<file path="config.mk">
export PLATFORM = sky130hd
export DESIGN_NAME = seq_mult_bcd_conv_flat
export DESIGN_NICKNAME = d
export VERILOG_FILES = /design/src/rtl/seq_mult_bcd_conv_pkg.sv /design/src/rtl/seq_mult_bcd_conv_if.sv /design/src/rtl/seq_mult_bcd_conv_bcd_double_dabble.sv /design/src/rtl/seq_mult_bcd_conv.sv /design/src/flat_wrapper.sv
export SDC_FILE = /design/constraint.sdc
export NUM_CORES = 1
export LEC_CHECK = 0
export BUFFER_PORTS_ARGS = -buffer_cell sky130_fd_sc_hd__buf_2
export CELL_PAD_IN_SITES_DETAIL_PLACEMENT = 2
export CELL_PAD_IN_SITES_GLOBAL_PLACEMENT = 2
export CORE_ASPECT_RATIO = 0.5
export CORE_MARGIN = 2
export CORE_UTILIZATION = 40
export CTS_CLUSTER_DIAMETER = 100
export DETAILED_ROUTE_END_ITERATION = 7
export HOLD_SLACK_MARGIN = 0.02
export PLACE_DENSITY = 0.84
export SKIP_LAST_GASP = 1
export SYNTH_ARGS = -nofsm -noshare
export SYNTH_HDL_FRONTEND = slang
export SYNTH_SLANG_ARGS = --single-unit
</file>
<file path="constraint.sdc">
create_clock -name clk -period 5.2 [get_ports clk]
set_clock_uncertainty 0.15 [all_clocks]
set_input_delay 0 -clock clk [delete_from_list [all_inputs] [get_ports clk]]
set_output_delay 0 -clock clk [all_outputs]
set_load 0.01 [all_outputs]
</file>
<file path="src/rtl/seq_mult_bcd_conv_pkg.sv">
// mult_bcd_pkg: shared types and constants for the sequential multiplier with
// built-in Double Dabble binary-to-BCD conversion.
//   state_t            : handshake FSM states (IDLE, MULT, CONV, DONE)
//   ADD_THREE          : correction added to a BCD digit before shifting
//   BCD_CORRECT_THRESH : digit value at or above which the correction applies
//   min_digits(n)      : ceil(2n*log10(2)), the number of decimal digits needed
//                        to hold any 2n-bit magnitude without overflow
package mult_bcd_pkg;

  typedef enum logic [1:0] {
    IDLE = 2'd0,
    MULT = 2'd1,
    CONV = 2'd2,
    DONE = 2'd3
  } state_t;

  localparam logic [3:0] ADD_THREE          = 4'd3;
  localparam logic [3:0] BCD_CORRECT_THRESH = 4'd5;

  // log10(2) ~= 0.30103, scaled to integers and rounded up.
  function automatic int min_digits(input int n);
    return (2 * n * 30103 + 99999) / 100000;
  endfunction

endpackage

</file>
<file path="src/rtl/seq_mult_bcd_conv_if.sv">
// seq_mult_bcd_conv_if: operand/result handshake bundle of seq_mult_bcd_conv.
//   in_valid/in_ready   : operand handshake, A and B qualified by in_valid
//   out_valid/out_ready : result handshake
//   product             : 2N-bit binary product
//   bcd                 : DIGITS BCD digits of the magnitude, digit 0 in [3:0]
//   sign                : negative result (signed mode only)
//   bcd_ovf             : magnitude did not fit in DIGITS digits
// master = operand producer / result consumer, slave = the multiplier.
interface seq_mult_bcd_conv_if #(
  parameter int N      = 8,
  parameter int DIGITS = 5
);
  logic                  in_valid;
  logic                  in_ready;
  logic [N-1:0]          A;
  logic [N-1:0]          B;
  logic                  out_valid;
  logic                  out_ready;
  logic [2*N-1:0]        product;
  logic [4*DIGITS-1:0]   bcd;
  logic                  sign;
  logic                  bcd_ovf;

  modport master (
    output in_valid, A, B, out_ready,
    input  in_ready, out_valid, product, bcd, sign, bcd_ovf
  );

  modport slave (
    input  in_valid, A, B, out_ready,
    output in_ready, out_valid, product, bcd, sign, bcd_ovf
  );
endinterface

</file>
<file path="src/rtl/seq_mult_bcd_conv_bcd_double_dabble.sv">
// bcd_double_dabble: sequential binary-to-BCD converter (shift-and-add-3).
//   clk, reset : clock, asynchronous active-high reset
//   clear      : discard any work in progress and zero the working registers
//   load       : start converting bin (takes WIDTH cycles)
//   bin        : binary magnitude, sampled when load is high
//   done       : high during the final conversion cycle; bcd/ovf update on
//                the edge that ends it
//   bcd        : converted digits, held until the next conversion finishes
//   ovf        : a 1 was shifted out of the top digit (value >= 10^DIGITS)
module bcd_double_dabble
  import mult_bcd_pkg::*;
#(
  parameter int WIDTH  = 16,
  parameter int DIGITS = 5
) (
  input  logic                clk,
  input  logic                reset,
  input  logic                clear,
  input  logic                load,
  input  logic [WIDTH-1:0]    bin,
  output logic                done,
  output logic [4*DIGITS-1:0] bcd,
  output logic                ovf
);
  localparam int CW = $clog2(WIDTH) + 1;

  logic [WIDTH-1:0]    shreg;
  logic [4*DIGITS-1:0] digits;
  logic [4*DIGITS-1:0] corrected;
  logic [4*DIGITS-1:0] digits_next;
  logic                ovf_work;
  logic                ovf_next;
  logic                busy;
  logic [CW-1:0]       cnt;

  // Correction happens before the shift in the same cycle, so the register
  // only ever sees already-corrected, shifted digits. The bit leaving the top
  // digit is dropped from the chain but remembered as a sticky overflow.
  always_comb begin
    corrected = digits;
    for (int i = 0; i < DIGITS; i++) begin
      if (digits[4*i +: 4] >= BCD_CORRECT_THRESH) begin
        corrected[4*i +: 4] = digits[4*i +: 4] + ADD_THREE;
      end
    end
    digits_next = {corrected[4*DIGITS-2:0], shreg[WIDTH-1]};
    ovf_next    = ovf_work | corrected[4*DIGITS-1];
  end

  assign done = busy && (cnt == CW'(WIDTH - 1));

  always_ff @(posedge clk or posedge reset) begin
    if (reset) begin
      shreg    <= '0;
      digits   <= '0;
      ovf_work <= 1'b0;
      busy     <= 1'b0;
      cnt      <= '0;
      bcd      <= '0;
      ovf      <= 1'b0;
    end else if (clear) begin
      shreg    <= '0;
      digits   <= '0;
      ovf_work <= 1'b0;
      busy     <= 1'b0;
      cnt      <= '0;
    end else if (load) begin
      shreg    <= bin;
      digits   <= '0;
      ovf_work <= 1'b0;
      busy     <= 1'b1;
      cnt      <= '0;
    end else if (busy) begin
      shreg    <= {shreg[WIDTH-2:0], 1'b0};
      digits   <= digits_next;
      ovf_work <= ovf_next;
      cnt      <= cnt + CW'(1);
      if (done) begin
        busy <= 1'b0;
        bcd  <= digits_next;
        ovf  <= ovf_next;
      end
    end
  end

endmodule

</file>
<file path="src/rtl/seq_mult_bcd_conv.sv">
// seq_mult_bcd_conv: sequential N-bit shift-add multiplier followed by a
// Double Dabble BCD conversion of the product magnitude, with valid/ready
// handshakes on both sides. One operation in flight; 3N cycles from the
// accepting edge to out_valid.
//   clk, reset : clock, asynchronous active-high reset
//   bus        : slave side of seq_mult_bcd_conv_if (operands in, result out)
// Parameters: N operand width, DIGITS BCD digits, SIGNED two's-complement mode.
module seq_mult_bcd_conv
  import mult_bcd_pkg::*;
#(
  parameter int N      = 8,
  parameter int DIGITS = 5,
  parameter bit SIGNED = 1'b0
) (
  input  logic              clk,
  input  logic              reset,
  seq_mult_bcd_conv_if.slave bus
);
  localparam int W  = 2 * N;
  localparam int CW = $clog2(N) + 1;

  state_t              state;
  state_t              state_next;
  logic [W-1:0]        mcand;
  logic [W-1:0]        acc;
  logic [W-1:0]        acc_next;
  logic [N-1:0]        mplr;
  logic [CW-1:0]       count;
  logic                sign_cap;
  logic [W-1:0]        product_q;
  logic                sign_q;
  logic [N-1:0]        a_mag;
  logic [N-1:0]        b_mag;
  logic                accept;
  logic                conv_clear;
  logic                conv_load;
  logic                conv_done;
  logic                mult_last;
  logic                result_neg;
  logic [4*DIGITS-1:0] conv_bcd;
  logic                conv_ovf;

  // |-2^(N-1)| still fits in N unsigned bits, so the magnitudes need no
  // extra width.
  always_comb begin
    a_mag = bus.A;
    b_mag = bus.B;
    if (SIGNED && bus.A[N-1]) a_mag = ~bus.A + N'(1);
    if (SIGNED && bus.B[N-1]) b_mag = ~bus.B + N'(1);
  end

  assign acc_next   = acc + (mplr[0] ? mcand : '0);
  assign mult_last  = (count == CW'(N - 1));
  assign result_neg = sign_cap && (acc != '0);

  always_ff @(posedge clk or posedge reset) begin
    if (reset) state <= IDLE;
    else       state <= state_next;
  end

  always_comb begin
    state_next = state;
    accept     = 1'b0;
    conv_clear = 1'b0;
    conv_load  = 1'b0;
    unique case (state)
      IDLE: begin
        if (bus.in_valid) begin
          accept     = 1'b1;
          conv_clear = 1'b1;
          state_next = MULT;
        end
      end
      MULT: begin
        if (mult_last) begin
          conv_load  = 1'b1;
          state_next = CONV;
        end
      end
      CONV: begin
        if (conv_done) state_next = DONE;
      end
      DONE: begin
        if (bus.out_ready) state_next = IDLE;
      end
      default: state_next = IDLE;
    endcase
  end

  // The accumulator stays frozen through CONV so the final product and sign
  // can be formed from it on the edge the conversion completes.
  always_ff @(posedge clk or posedge reset) begin
    if (reset) begin
      mcand     <= '0;
      mplr      <= '0;
      acc       <= '0;
      count     <= '0;
      sign_cap  <= 1'b0;
      product_q <= '0;
      sign_q    <= 1'b0;
    end else begin
      unique case (state)
        IDLE: begin
          if (accept) begin
            mcand    <= W'(a_mag);
            mplr     <= b_mag;
            acc      <= '0;
            count    <= '0;
            sign_cap <= SIGNED && (bus.A[N-1] ^ bus.B[N-1]);
          end
        end
        MULT: begin
          acc   <= acc_next;
          mcand <= mcand << 1;
          mplr  <= mplr >> 1;
          count <= count + CW'(1);
        end
        CONV: begin
          if (conv_done) begin
            product_q <= result_neg ? (~acc + W'(1)) : acc;
            sign_q    <= result_neg;
          end
        end
        default: ;
      endcase
    end
  end

  bcd_double_dabble #(
    .WIDTH (W),
    .DIGITS(DIGITS)
  ) u_dd (
    .clk  (clk),
    .reset(reset),
    .clear(conv_clear),
    .load (conv_load),
    .bin  (acc_next),
    .done (conv_done),
    .bcd  (conv_bcd),
    .ovf  (conv_ovf)
  );

  assign bus.in_ready  = (state == IDLE);
  assign bus.out_valid = (state == DONE);
  assign bus.product   = product_q;
  assign bus.bcd       = conv_bcd;
  assign bus.sign      = sign_q;
  assign bus.bcd_ovf   = conv_ovf;

endmodule

</file>
<file path="src/flat_wrapper.sv">
// flat-port wrapper written by rule: the top's interface ports become plain ports
module seq_mult_bcd_conv_flat import mult_bcd_pkg::*;
#(
  parameter int N      = 8,
  parameter int DIGITS = 5,
  parameter bit SIGNED = 1'b0
)
  (clk, reset, bus_in_valid, bus_A, bus_B, bus_out_ready, bus_in_ready, bus_out_valid, bus_product, bus_bcd, bus_sign, bus_bcd_ovf);
  seq_mult_bcd_conv_if #(.N(N), .DIGITS(DIGITS)) bus_i ();
  input  logic clk;
  input  logic reset;
  input wire logic [$bits(bus_i.in_valid)-1:0] bus_in_valid;
  input wire logic [$bits(bus_i.A)-1:0] bus_A;
  input wire logic [$bits(bus_i.B)-1:0] bus_B;
  input wire logic [$bits(bus_i.out_ready)-1:0] bus_out_ready;
  output wire logic [$bits(bus_i.in_ready)-1:0] bus_in_ready;
  output wire logic [$bits(bus_i.out_valid)-1:0] bus_out_valid;
  output wire logic [$bits(bus_i.product)-1:0] bus_product;
  output wire logic [$bits(bus_i.bcd)-1:0] bus_bcd;
  output wire logic [$bits(bus_i.sign)-1:0] bus_sign;
  output wire logic [$bits(bus_i.bcd_ovf)-1:0] bus_bcd_ovf;
  assign bus_i.in_valid = bus_in_valid;
  assign bus_i.A = bus_A;
  assign bus_i.B = bus_B;
  assign bus_i.out_ready = bus_out_ready;
  assign bus_in_ready = bus_i.in_ready;
  assign bus_out_valid = bus_i.out_valid;
  assign bus_product = bus_i.product;
  assign bus_bcd = bus_i.bcd;
  assign bus_sign = bus_i.sign;
  assign bus_bcd_ovf = bus_i.bcd_ovf;
  seq_mult_bcd_conv #(.N(N), .DIGITS(DIGITS), .SIGNED(SIGNED)) u_core (.clk(clk), .reset(reset), .bus(bus_i));
endmodule
</file>
---- Word level (Yosys, flattened, before mapping) ----
Index checks and enable logic that the tools add are counted.
storage, ports and cells
  flip-flop bits (word level) ............. 126
  output and inout bits ................... 40
  logic and storage cells ................. 86
operators by class
  add/sub/neg operators ................... 8
  order comparisons ....................... 5
  equality and inequality tests ........... 10
  muxes and demuxes ....................... 39
  bitwise logic cells ..................... 3
  reductions and logical operators ........ 8
operator list
  kind                                                               number
  two-way mux 16 bit                                                 6
  one-hot mux 16 bit (2 select lines)                                2
  two-way mux 20 bit                                                 3
  two-way mux 4 bit                                                  6
  adder 4 x 2 -> 4 bit, second input constant                        5
  greater-or-equal comparator 4 x 3 -> 1 bit, second input constant  5
  adder 16 bit                                                       1
  one-hot mux 8 bit (2 select lines)                                 1
  two-way mux 5 bit                                                  3
  two-way mux 1 bit                                                  11
  two-way mux 2 bit                                                  4
  two-way mux 8 bit                                                  1
  one-hot mux 2 bit (4 select lines)                                 1
  one-hot mux 4 bit (2 select lines)                                 1
  AND reduction 4 bit                                                2
  inequality test 2 x 1 -> 1 bit, second input constant              3
  adder 5 x 1 -> 5 bit, second input constant                        1
  == test 5 x 4 -> 1 bit, second input constant                      1
  adder 4 x 1 -> 4 bit, second input constant                        1
  == test 2 bit, second input constant                               2
  == test 4 x 3 -> 1 bit, second input constant                      1
  inequality test 2 bit, second input constant                       2
  AND reduction 2 bit                                                2
  nonzero test 3 bit                                                 1
  other kinds (6)                                                    7

---- Longest topological paths before layout ----
Gate-level depths: netlist of the first run.
  depth after elaboration ................. 6
  mapped depth ............................ 11
  mapped depth without buffers ............ 11

---- By module ----
From an unflattened synthesis of the first run, not the netlist that was laid out.
unflattened totals
  cell total of the unflattened synthesis .. 677
  area total of the unflattened synthesis .. 6622.6 um2
by module, submodules not included
  module             times used  cells each  area each (um2)  sequential area each (um2)
  seq_mult_bcd_conv  1           323         3368.2           1551.5
  bcd_double_dabble  1           354         3254.4           1601.5

---- Least setup slack after synthesis of the first run ----
Ideal clock, no wire load.
  kind .................................... reg2reg
  start point ............................. reg u_core.mplr[0]
  end point ............................... reg u_core.u_dd.shreg[15]
  setup time .............................. 0.087 ns
  arrival time ............................ 2.318 ns
  data required time ...................... 4.963 ns
  path slack .............................. 2.646 ns
  stages on the path, launching flop included .. 12
  buffers on the path ..................... 1
  path through ............................ dfrtp_1 clkbuf_1 nand2_1 inv_1 ha_1 a211oi_1 o211a_1 o31a_4 a41oi_2 xnor2_1 xnor2_1 a211oi_2
on the way
  word-level cells in the longest chain between the ends .. 4
RTL lines
  item                    line                                       source
  start, declared         seq_mult_bcd_conv.sv:27                    logic [N-1:0] mplr;
  start signal, assigned  seq_mult_bcd_conv.sv:106                   mplr <= b_mag;
  start signal, assigned  seq_mult_bcd_conv.sv:115                   mplr <= mplr >> 1;
  two-way mux 16 bit      seq_mult_bcd_conv.sv:52                    assign acc_next = acc + (mplr[0] ? mcand : '0);
  adder 16 bit            seq_mult_bcd_conv.sv:52
  two-way mux 16 bit      seq_mult_bcd_conv_bcd_double_dabble.sv:67  end else if (load) begin
  two-way mux 16 bit      seq_mult_bcd_conv_bcd_double_dabble.sv:61  end else if (clear) begin
  end signal, assigned    seq_mult_bcd_conv_bcd_double_dabble.sv:68  shreg <= bin;
  end signal, assigned    seq_mult_bcd_conv_bcd_double_dabble.sv:74  shreg <= {shreg[WIDTH-2:0], 1'b0};
  end, declared           seq_mult_bcd_conv_bcd_double_dabble.sv:27  logic [WIDTH-1:0] shreg;
No other way between the ends.
A chain may end at the register's enable or synchronous reset.

---- Worst setup path in the final report of the first run ----
  start point ............................. reg u_core.mplr[0]
  end point ............................... reg u_core.u_dd.shreg[6]
The elaborated chain is that of the path after synthesis.

==> results of run 1 <==
## report_power, final
| part | leakage, nW | internal (mW) | switching [mW] |
|---|---|---|---|
| logic | 1.68 | 0.327 | 0.627 |
| clock network | 0.301 | 0.810 | 0.513 |
| registers | 1.73 | 1.11 | 0.137 |
| total | 3.71 | 2.25 | 1.28 |
## kinds of logic after synthesis
family / Yosys count
xor gates and xnor gates: 23
and+or+nand+nor: 160
adders and majority gates: 33
DFF: 126
muxes: 66
buffers and inverters: 52
other: 1
AOI/OAI and AO/OA: 153
## worst max-delay path by stage
stage	slack, ps	depth (start not counted)	endpoint
after floorplan	1690	1	u_core.acc[0]$_DFFE_PP0P_
after global placement	2170	9	u_core.u_dd.bcd[6]$_DFFE_PP0P_
after detailed placement	1960	9	u_core.u_dd.bcd[10]$_DFFE_PP0P_
after CTS	1880	10	u_core.u_dd.shreg[15]$_DFFE_PP0P_
after global routing	1550	11	u_core.u_dd.shreg[6]$_DFFE_PP0P_
final	1700	11	u_core.u_dd.shreg[6]$_DFFE_PP0P_
## per-stage QoR
stage / cells / setup WS [ps] / utilization (%)
final: 904 / 1705 / 49.86
after global routing: 904 / 1546 / 49.86
after CTS: 904 / 1875 / 49.86
after detailed placement: 852 / 1961 / 44.52
after global placement: 852 / 2166 / 44.52
after floorplan: 614 / 1694 / -
## cell usage after synthesis, drive strengths merged
cell type	count
conb	1
o211ai	4
nor2b	11
nor3	4
o21a	3
dfrtp	126
ha	32
xor2	6
a21oi	39
a32o	2
a21boi	1
a41oi	1
mux2i	40
o41ai	2
or2b	1
o211a	1
nand2b	8
a21o	3
buf	11
a22o	20
and2b	1
a211oi	28
nor3b	9
nand2	37
nand3	10
clkbuf	20
xnor2	17
mux2	26
fa	1
and3	3
o31a	1
nand3b	2
nand4	2
a221oi	2
o21ai	46
nor2	56
inv	21
and2	16
## state kept, by name, indices dropped and copies added, names as in the netlist
signal / count
u_core.acc: 16
u_core.bus.product: 16
u_core.count: 4
u_core.mcand: 16
u_core.mplr: 8
u_core.state: 2
u_core.u_dd.bcd: 20
u_core.u_dd.busy: 1
u_core.u_dd.cnt: 5
u_core.u_dd.digits: 20
u_core.u_dd.ovf: 1
u_core.u_dd.ovf_work: 1
u_core.u_dd.shreg: 16
## critical path, cell delays in order (launching register included)
cell      delay, ps
dfrtp_1         640
and2_1          210
ha_1            180
inv_1            70
fa_1            430
nor2b_1         230
o211ai_1        170
a21boi_1        320
nor2_1          150
xnor2_1         370
nor2_1          110
a211oi_1        330
## cell type report
cell class / instances / area (um^2)
sequential: 126 / 3154
multi-input combinational: 436 / 3118
tap: 204 / 255.2
clock inverter: 15 / 209.0
clock buffer: 17 / 425.4
inverter: 21 / 81.33
fill: 1603 / 7829
timing repair buffer: 85 / 543.0
## routing by layer
metal,up-vias,track usage (%),wire length [um]
li1,2319,-,-
met1,2650,31.16,8804
met2,126,43.99,9996
met3,45,4.264,689
met4,0,9.400,464
met5,-,0,0
## timing repair
item	in CTS	in global routing
hold buffers	20	0
endpoints found under the hold margin	146	0
setup buffers	0	0
setup endpoints to repair	0	0
==> summary.md, run 1 <==
| Metric | Value |
|---|---|
| Drt first pass iters | `4` |
| Initial Utilization | `about 41%` |
| Overall Global Routing Usage | `25.03%` |
| Number of setup violations in the final report | `0` |
| Mux share of post-synthesis cell area | `10.71%` |
| Die area | `17280 um^2` |
| Drt first-iter violations | `291` |
| Worst setup path startpoint | `u_core.mplr[0]$_DFFE_PP0P_` |
| Area Overhead vs Synth | `20.25%` |
| Clock Latency Late Sink | `420 ps` |
| Yosys reg bits | `126` |
| Synth Warn # | `0` |
| Crit path max fanout | `17` |
| Pins over their slew limit | `0` |
| Die height | `approximately 94 um` |
| H-tree Lvls | `4` |
| Clock transition at path regs | `70 ps` |
| R2R Setup Slk | `1700 ps` |
| Final routed DRC violation total | `0` |
| Final Cell Area | `7786 um^2` |
| Area share of the largest cell type after synthesis | `48.70%` |
| Synth top area cells | `dfrtp_1, ha_1, mux2i_1, mux2_2, o21ai_0` |
| CTS resizes | `0` |
| Clock buffer count from CTS | `17` |
| Mapped Cells | `614` |
| Clock sink count | `126` |
| Rows | `32` |
| Seq/Total Area, Yosys | `48.70%` |
| DP Area | `6952 um^2` |
| Number of library cell types mapped by synthesis | `46` |
| Nets | `740` |
| Worst slew margin | `33.09%` |
| CP Launch Type | `flop` |
| Crit path time final | `3495 ps` |
| Syn nets | `667` |
| IO Pins | `60` |
| WP data required | `about 5400 ps` |
| # Max-Cap Violations | `0` |
| Worst slew pin tran | `1001 ps` |
| Synthesized area | `between 6000 and 7000 um^2` |
| Hold path start | `bus_A[5]` |
| Largest net degree at the start of global routing | `62` |
| Hold crit path type | `input port to flop` |
| RePlAce Congestion | `0.8000` |
| Min-Delay Path Depth | `4` |
| Largest family of logic cells by synthesized area | `compound AO/OA/AOI/OAI gates` |
| Grt ovf | `0` |
| CP endpoint kind | `flop` |
| Hold path endpoint | `u_core.mcand[5]$_DFFE_PP0P_` |
| Core area | `15620 um^2` |
| Commonest cells after routing, fill and taps aside | `dfrtp_1, buf_2, nor2_1` |
| Final hold slack | `241.9 ps` |
| Post-Synth Simple-Gate Area | `12.02%` |
| Share of layout cells above drive strength 1 | `19.29%` |
| R2R cell count | `11` |
| Die X | `183.9 um` |
| Status | `finished, final reports clean` |
| Post-Synth Adder-Cell Area | `~6.5%` |
| Most common cell after layout, fill and taps aside | `dfrtp_1` |
| Port Buffers | `58` |
| F_max | `0.2861 GHz` |
| Routed wire length | `19960 um` |
| Vias in the first global route | `between 5000 and 6000` |
| Average wire per standard cell | `22.08 um` |
| Final HPWL DP | `between 10000 and 15000 um` |
| CTS root buf | `clkbuf_16` |
| WS Path Type | `flop to flop` |
| RSZ-0062 raised after global routing | `no` |
| Cell taking the most area after synthesis | `dfrtp_1` |
| First-pass GRT wire length | `32860 um` |
| Post-synthesis xor/xnor area fraction | `3.111%` |
| Worst VDD drop | `0.0002524 V` |
| TNS Setup | `0 ps` |
| Max Root-Sink Buffers | `2` |
| Critical path data arrival time | `around 3700 ps` |
| Worst r2r dst | `u_core.u_dd.shreg[6]$_DFFE_PP0P_` |
| PwrDens | `453.3 nW/um^2` |
| Leakage | `3.711 nW` |
| # diodes | `0` |
| Fin crit share | `67.22%` |
| Compound-Gate Fraction of Synth Area | `15.56%` |
| ANT nets after route | `0` |
| Vias | `5140` |
| Initial antenna violation count | `0` |
| Vias per std cell | `5.686` |
| Avg Cell Area, Syn | `10.55 um^2` |
| Design Power | `about 3.5 mW` |
| Final Hold Viols | `0` |
| TritonCTS clock tree | `yes` |
| R2r startpoint | `u_core.mplr[0]$_DFFE_PP0P_` |
No activity file was read; power rests on OpenSTA's default activity.
==> inputs of run 2 (changes only) <==
ABC_AREA = 1   (was default)
CORE_UTILIZATION = 32   (was 40)
PLACE_DENSITY = 0.78   (was 0.84)
clock period = 2.84 ns   (was 5.2 ns; I/O delays follow)
==> run 2 against run 1 <==
  * Core utilization decreased by 11 points
  * Clock power up 59%
  * Cell area up 3.0%
  * Register-to-register slack got worse by 1500 ps
  * Cell count increased by 32%
==> summary.md, run 2 <==
| Metric | Value |
|---|---|
| Drt first-iter violations | `253 (-13%)` |
| H-tree Lvls | `4 (unchanged)` |
| Pins over their slew limit | `0 (unchanged)` |
| RSZ-0062 raised after global routing | `no` |
| Hold crit path type | `input port to async pin` |
| DR WL met2 | `10710 um (+7.2%)` |
| Clock transition at path regs | `60 ps (about the same)` |
| Number of synthesized flops with an enable pin | `0 (unchanged)` |
| Drt first pass iters | `4 (unchanged)` |
| Area Overhead vs Synth | `20.01%` |
| Yosys reg bits | `126 (unchanged)` |
| TNS Setup | `0 ps (unchanged)` |
| Top_reg_cell synth | `dfrtp_1` |
| Max Root-Sink Buffers | `2 (unchanged)` |
| Max Used Layer | `met4` |
| Vias | `5900 (+15%)` |
| Area share of the largest cell type after synthesis | `47.18% (-1.5 points)` |
| TritonCTS clock tree | `yes` |
| Vias per std cell | `4.929 (-13%)` |
| Overall Global Routing Usage | `21.35% (-3.7 points)` |
| Synth top cells by count | `nand2_1, dfrtp_1, inv_1` |
| Routed wire length | `22070 um (+11%)` |
| Status | `finished, final reports clean` |
| Asr flop ratio synth | `100.0% (unchanged)` |
| Clock sink count | `126 (unchanged)` |
| Critical path data arrival time | `2800 ps (-850 ps)` |
| Core area | `20510 um^2 (+31%)` |
| Synth top area cells | `dfrtp_1, nand2_1, inv_1, ha_1, o21ai_0` |
| Count leader, synth | `nand2_1` |
| Worst slew margin | `50.31% (+17 points)` |
| Post-synthesis xor/xnor area fraction | `1.966% (-1.1 points)` |
| Nets | `964 (+30%)` |
| DR WL met3 | `684 um (-0.73%)` |
| IO Pins | `60 (unchanged)` |
| Largest registers | `u_core.u_dd.bcd (20), u_core.u_dd.digits (20)` |
| Share of layout cells above drive strength 1 | `12.45% (-6.8 points)` |
| Clock Latency Late Sink | `430 ps (about the same)` |
| CP endpoint kind | `flop` |
| CP Launch Type | `flop` |
| Final routed DRC violation total | `0 (unchanged)` |
| Worst slew pin tran | `743.9 ps (-257.0 ps)` |
| Vias in the first global route | `6674 (+16%)` |
| Syn nets | `881 (+32%)` |
| Inst Count DP | `1144 (+34%)` |
| Final HPWL DP | `15090 um (+28%)` |
| Average wire per standard cell | `18.44 um (-16%)` |
| Number of setup violations in the final report | `0 (unchanged)` |
| Die X | `208.4 um (+13%)` |
| Final cell count without fillers | `1197 (+32%)` |
| # Max-Cap Violations | `0 (unchanged)` |
| Compound-Gate Fraction of Synth Area | `13.91% (-1.6 points)` |
| # diodes | `0 (unchanged)` |
| Post-Synth Adder-Cell Area | `6.291% (-0.20 points)` |
| R2R Setup Slk | `200 ps (-1500 ps)` |
| Worst VDD drop | `0.0004087 V (+62%)` |
| WP data required | `3010 ps (-2350 ps)` |
| Most common cell after layout, fill and taps aside | `nand2_1` |
| Final Hold Viols | `0 (unchanged)` |
| Die height | `106.2 um (+13%)` |
| Die area | `22130 um^2 (+28%)` |
| WS Path Type | `flop to flop` |
| Commonest cells after routing, fill and taps aside | `nand2_1, dfrtp_1, inv_1` |
| Crit path time final | `2637 ps (-858.7 ps)` |
| WL met1 | `10390 um (+18%)` |
| First-pass GRT wire length | `36360 um (+11%)` |
| RePlAce Congestion | `0.8505 (+6.3%)` |
| Largest family of logic cells by synthesized area | `simple AND/OR/NAND/NOR gates` |
| F_max | `0.3793 GHz (+33%)` |
| Crit path max fanout | `15 (-2)` |
| Grt ovf | `0 (unchanged)` |
| Number of library cell types mapped by synthesis | `41 (-11%)` |
| CTS root buf | `clkbuf_16` |
| Avg Cell Area, Syn | `8.071 um^2 (-23%)` |
| Initial antenna violation count | `0 (unchanged)` |
| Clock buffer count from CTS | `17 (unchanged)` |
| Cell taking the most area after synthesis | `dfrtp_1` |
| Mux share of post-synthesis cell area | `0.1498% (-11 points)` |
| Initial Utilization | `32.58% (-8.9 points)` |
| Fin crit share | `92.84% (+26 points)` |
| Leakage | `4.139 nW (+12%)` |
| PwrDens | `1055 nW/um^2 (+130%)` |
| Synth Warn # | `0 (unchanged)` |
| Post-Synth Simple-Gate Area | `21.03% (+9.0 points)` |
| Rows | `37 (+16%)` |
| Seq/Total Area, Yosys | `47.18% (-1.5 points)` |
| Port Buffers | `58 (unchanged)` |
| ANT nets after route | `0 (unchanged)` |
| Synthesized area | `6683 um^2 (+3.2%)` |
| Largest net degree at the start of global routing | `49 (-21%)` |
| Mapped Cells | `828 (+35%)` |
run 2: changes by cell type in the layout (fill, tap and decap cells not counted), moves of 13 or more:
cell      previous run  this run
a31oi_1              0        15
xnor2_1             17         4
a22o_1              20         3
mux2_2              26         0
and2_1              16         2
nor2_1              54        37
nand2_1             37       254
mux2i_1             40         1
a21oi_1             39        26
a211oi_1            26         0
nand3_1             10        23
o22ai_1              0        23
o21ai_0             41        62
inv_1               20       124
run 2: layout make-up:
| type | instances | area (um^2) |
|---|---|---|
| fill | 2365 | 12490 |
| sequential | 126 | 3154 |
| multi-input combinational | 547 | 2900 |
| timing repair buffer | 90 | 595.6 |
| inverter | 129 | 490.5 |
| clock buffer | 25 | 475.5 |
| tap | 273 | 341.6 |
| clock inverter | 7 | 62.56 |
run 2: cells by family (layout without fill, tap and decap cells):
kind of cell	count (synthesis)	after routing
mux	1	1
xor+xnor	15	15
other cells	1	1
compound gates	161	161
fa+ha+maj	33	33
flops	126	126
buf+inv	155	251
simple gates	336	336
run 2: worst paths after layout:
check / from / end / cells after the start
max: u_core.state[1]$_DFFE_PP0P_ / u_core.mplr[7]$_DFFE_PP0P_ / 7
min: reset / u_core.u_dd.shreg[10]$_DFFE_PP0P_ / 3
max reg2reg: u_core.state[1]$_DFFE_PP0P_ / u_core.mplr[7]$_DFFE_PP0P_ / 7
min reg2reg: u_core.u_dd.bcd[1]$_DFFE_PP0P_ / u_core.u_dd.bcd[1]$_DFFE_PP0P_ / 2
max in group asynchronous: reset / u_core.mcand[5]$_DFFE_PP0P_ / 4
min in group clk: bus_A[6] / u_core.mcand[6]$_DFFE_PP0P_ / 4
run 2: per-stage QoR:
| stage | cell area, um^2 | power (mW) | setup WS (ps) | util (%) | hold WS [ps] |
|---|---|---|---|---|---|
| 6_report | 8020 | 8.465 | 203.4 | 39.11 | 97.08 |
| 5_1_grt | 8020 | 9.140 | 68.34 | 39.11 | 157.0 |
| 4_1_cts | 8019 | 8.499 | 228.3 | 39.10 | 109.5 |
| 3_5_place_dp | 7271 | 6.253 | 332.0 | 35.45 | 20.10 |
| 3_3_place_gp | 7271 | 6.048 | 348.9 | 35.45 | 11.99 |
| 2_1_floorplan | 6686 | 5.145 | 673.6 | - | -10.34 |
run 2: critical path, cell delays in order (launching register included):
cell and delay (ps):
dfrtp_1 400, inv_1 110, ha_1 430, inv_2 250
o21ai_4 230, inv_1 160, a22o_1 220, dlygate4sd3_1 560
run 2: power by group:
part	internal, mW	switching [mW]
logic	1.16	2.52
registers	2.28	0.409
clock network	1.24	0.855
run 2: layer usage:
metal / GRT usage (%) / up-vias
met5: 0 / -
met4: 6.475 / 0
met3: 4.461 / 19
met2: 36.22 / 70
met1: 27.56 / 3002
li1: - / 2809
run 2: repair_timing:
action | CTS | global route
hold buffers | 21 | 0
setup endpoints to repair | 0 | 4
setup buffers | 0 | 0
hold endpoints to repair | 51 | 0
resized for setup | 0 | 1
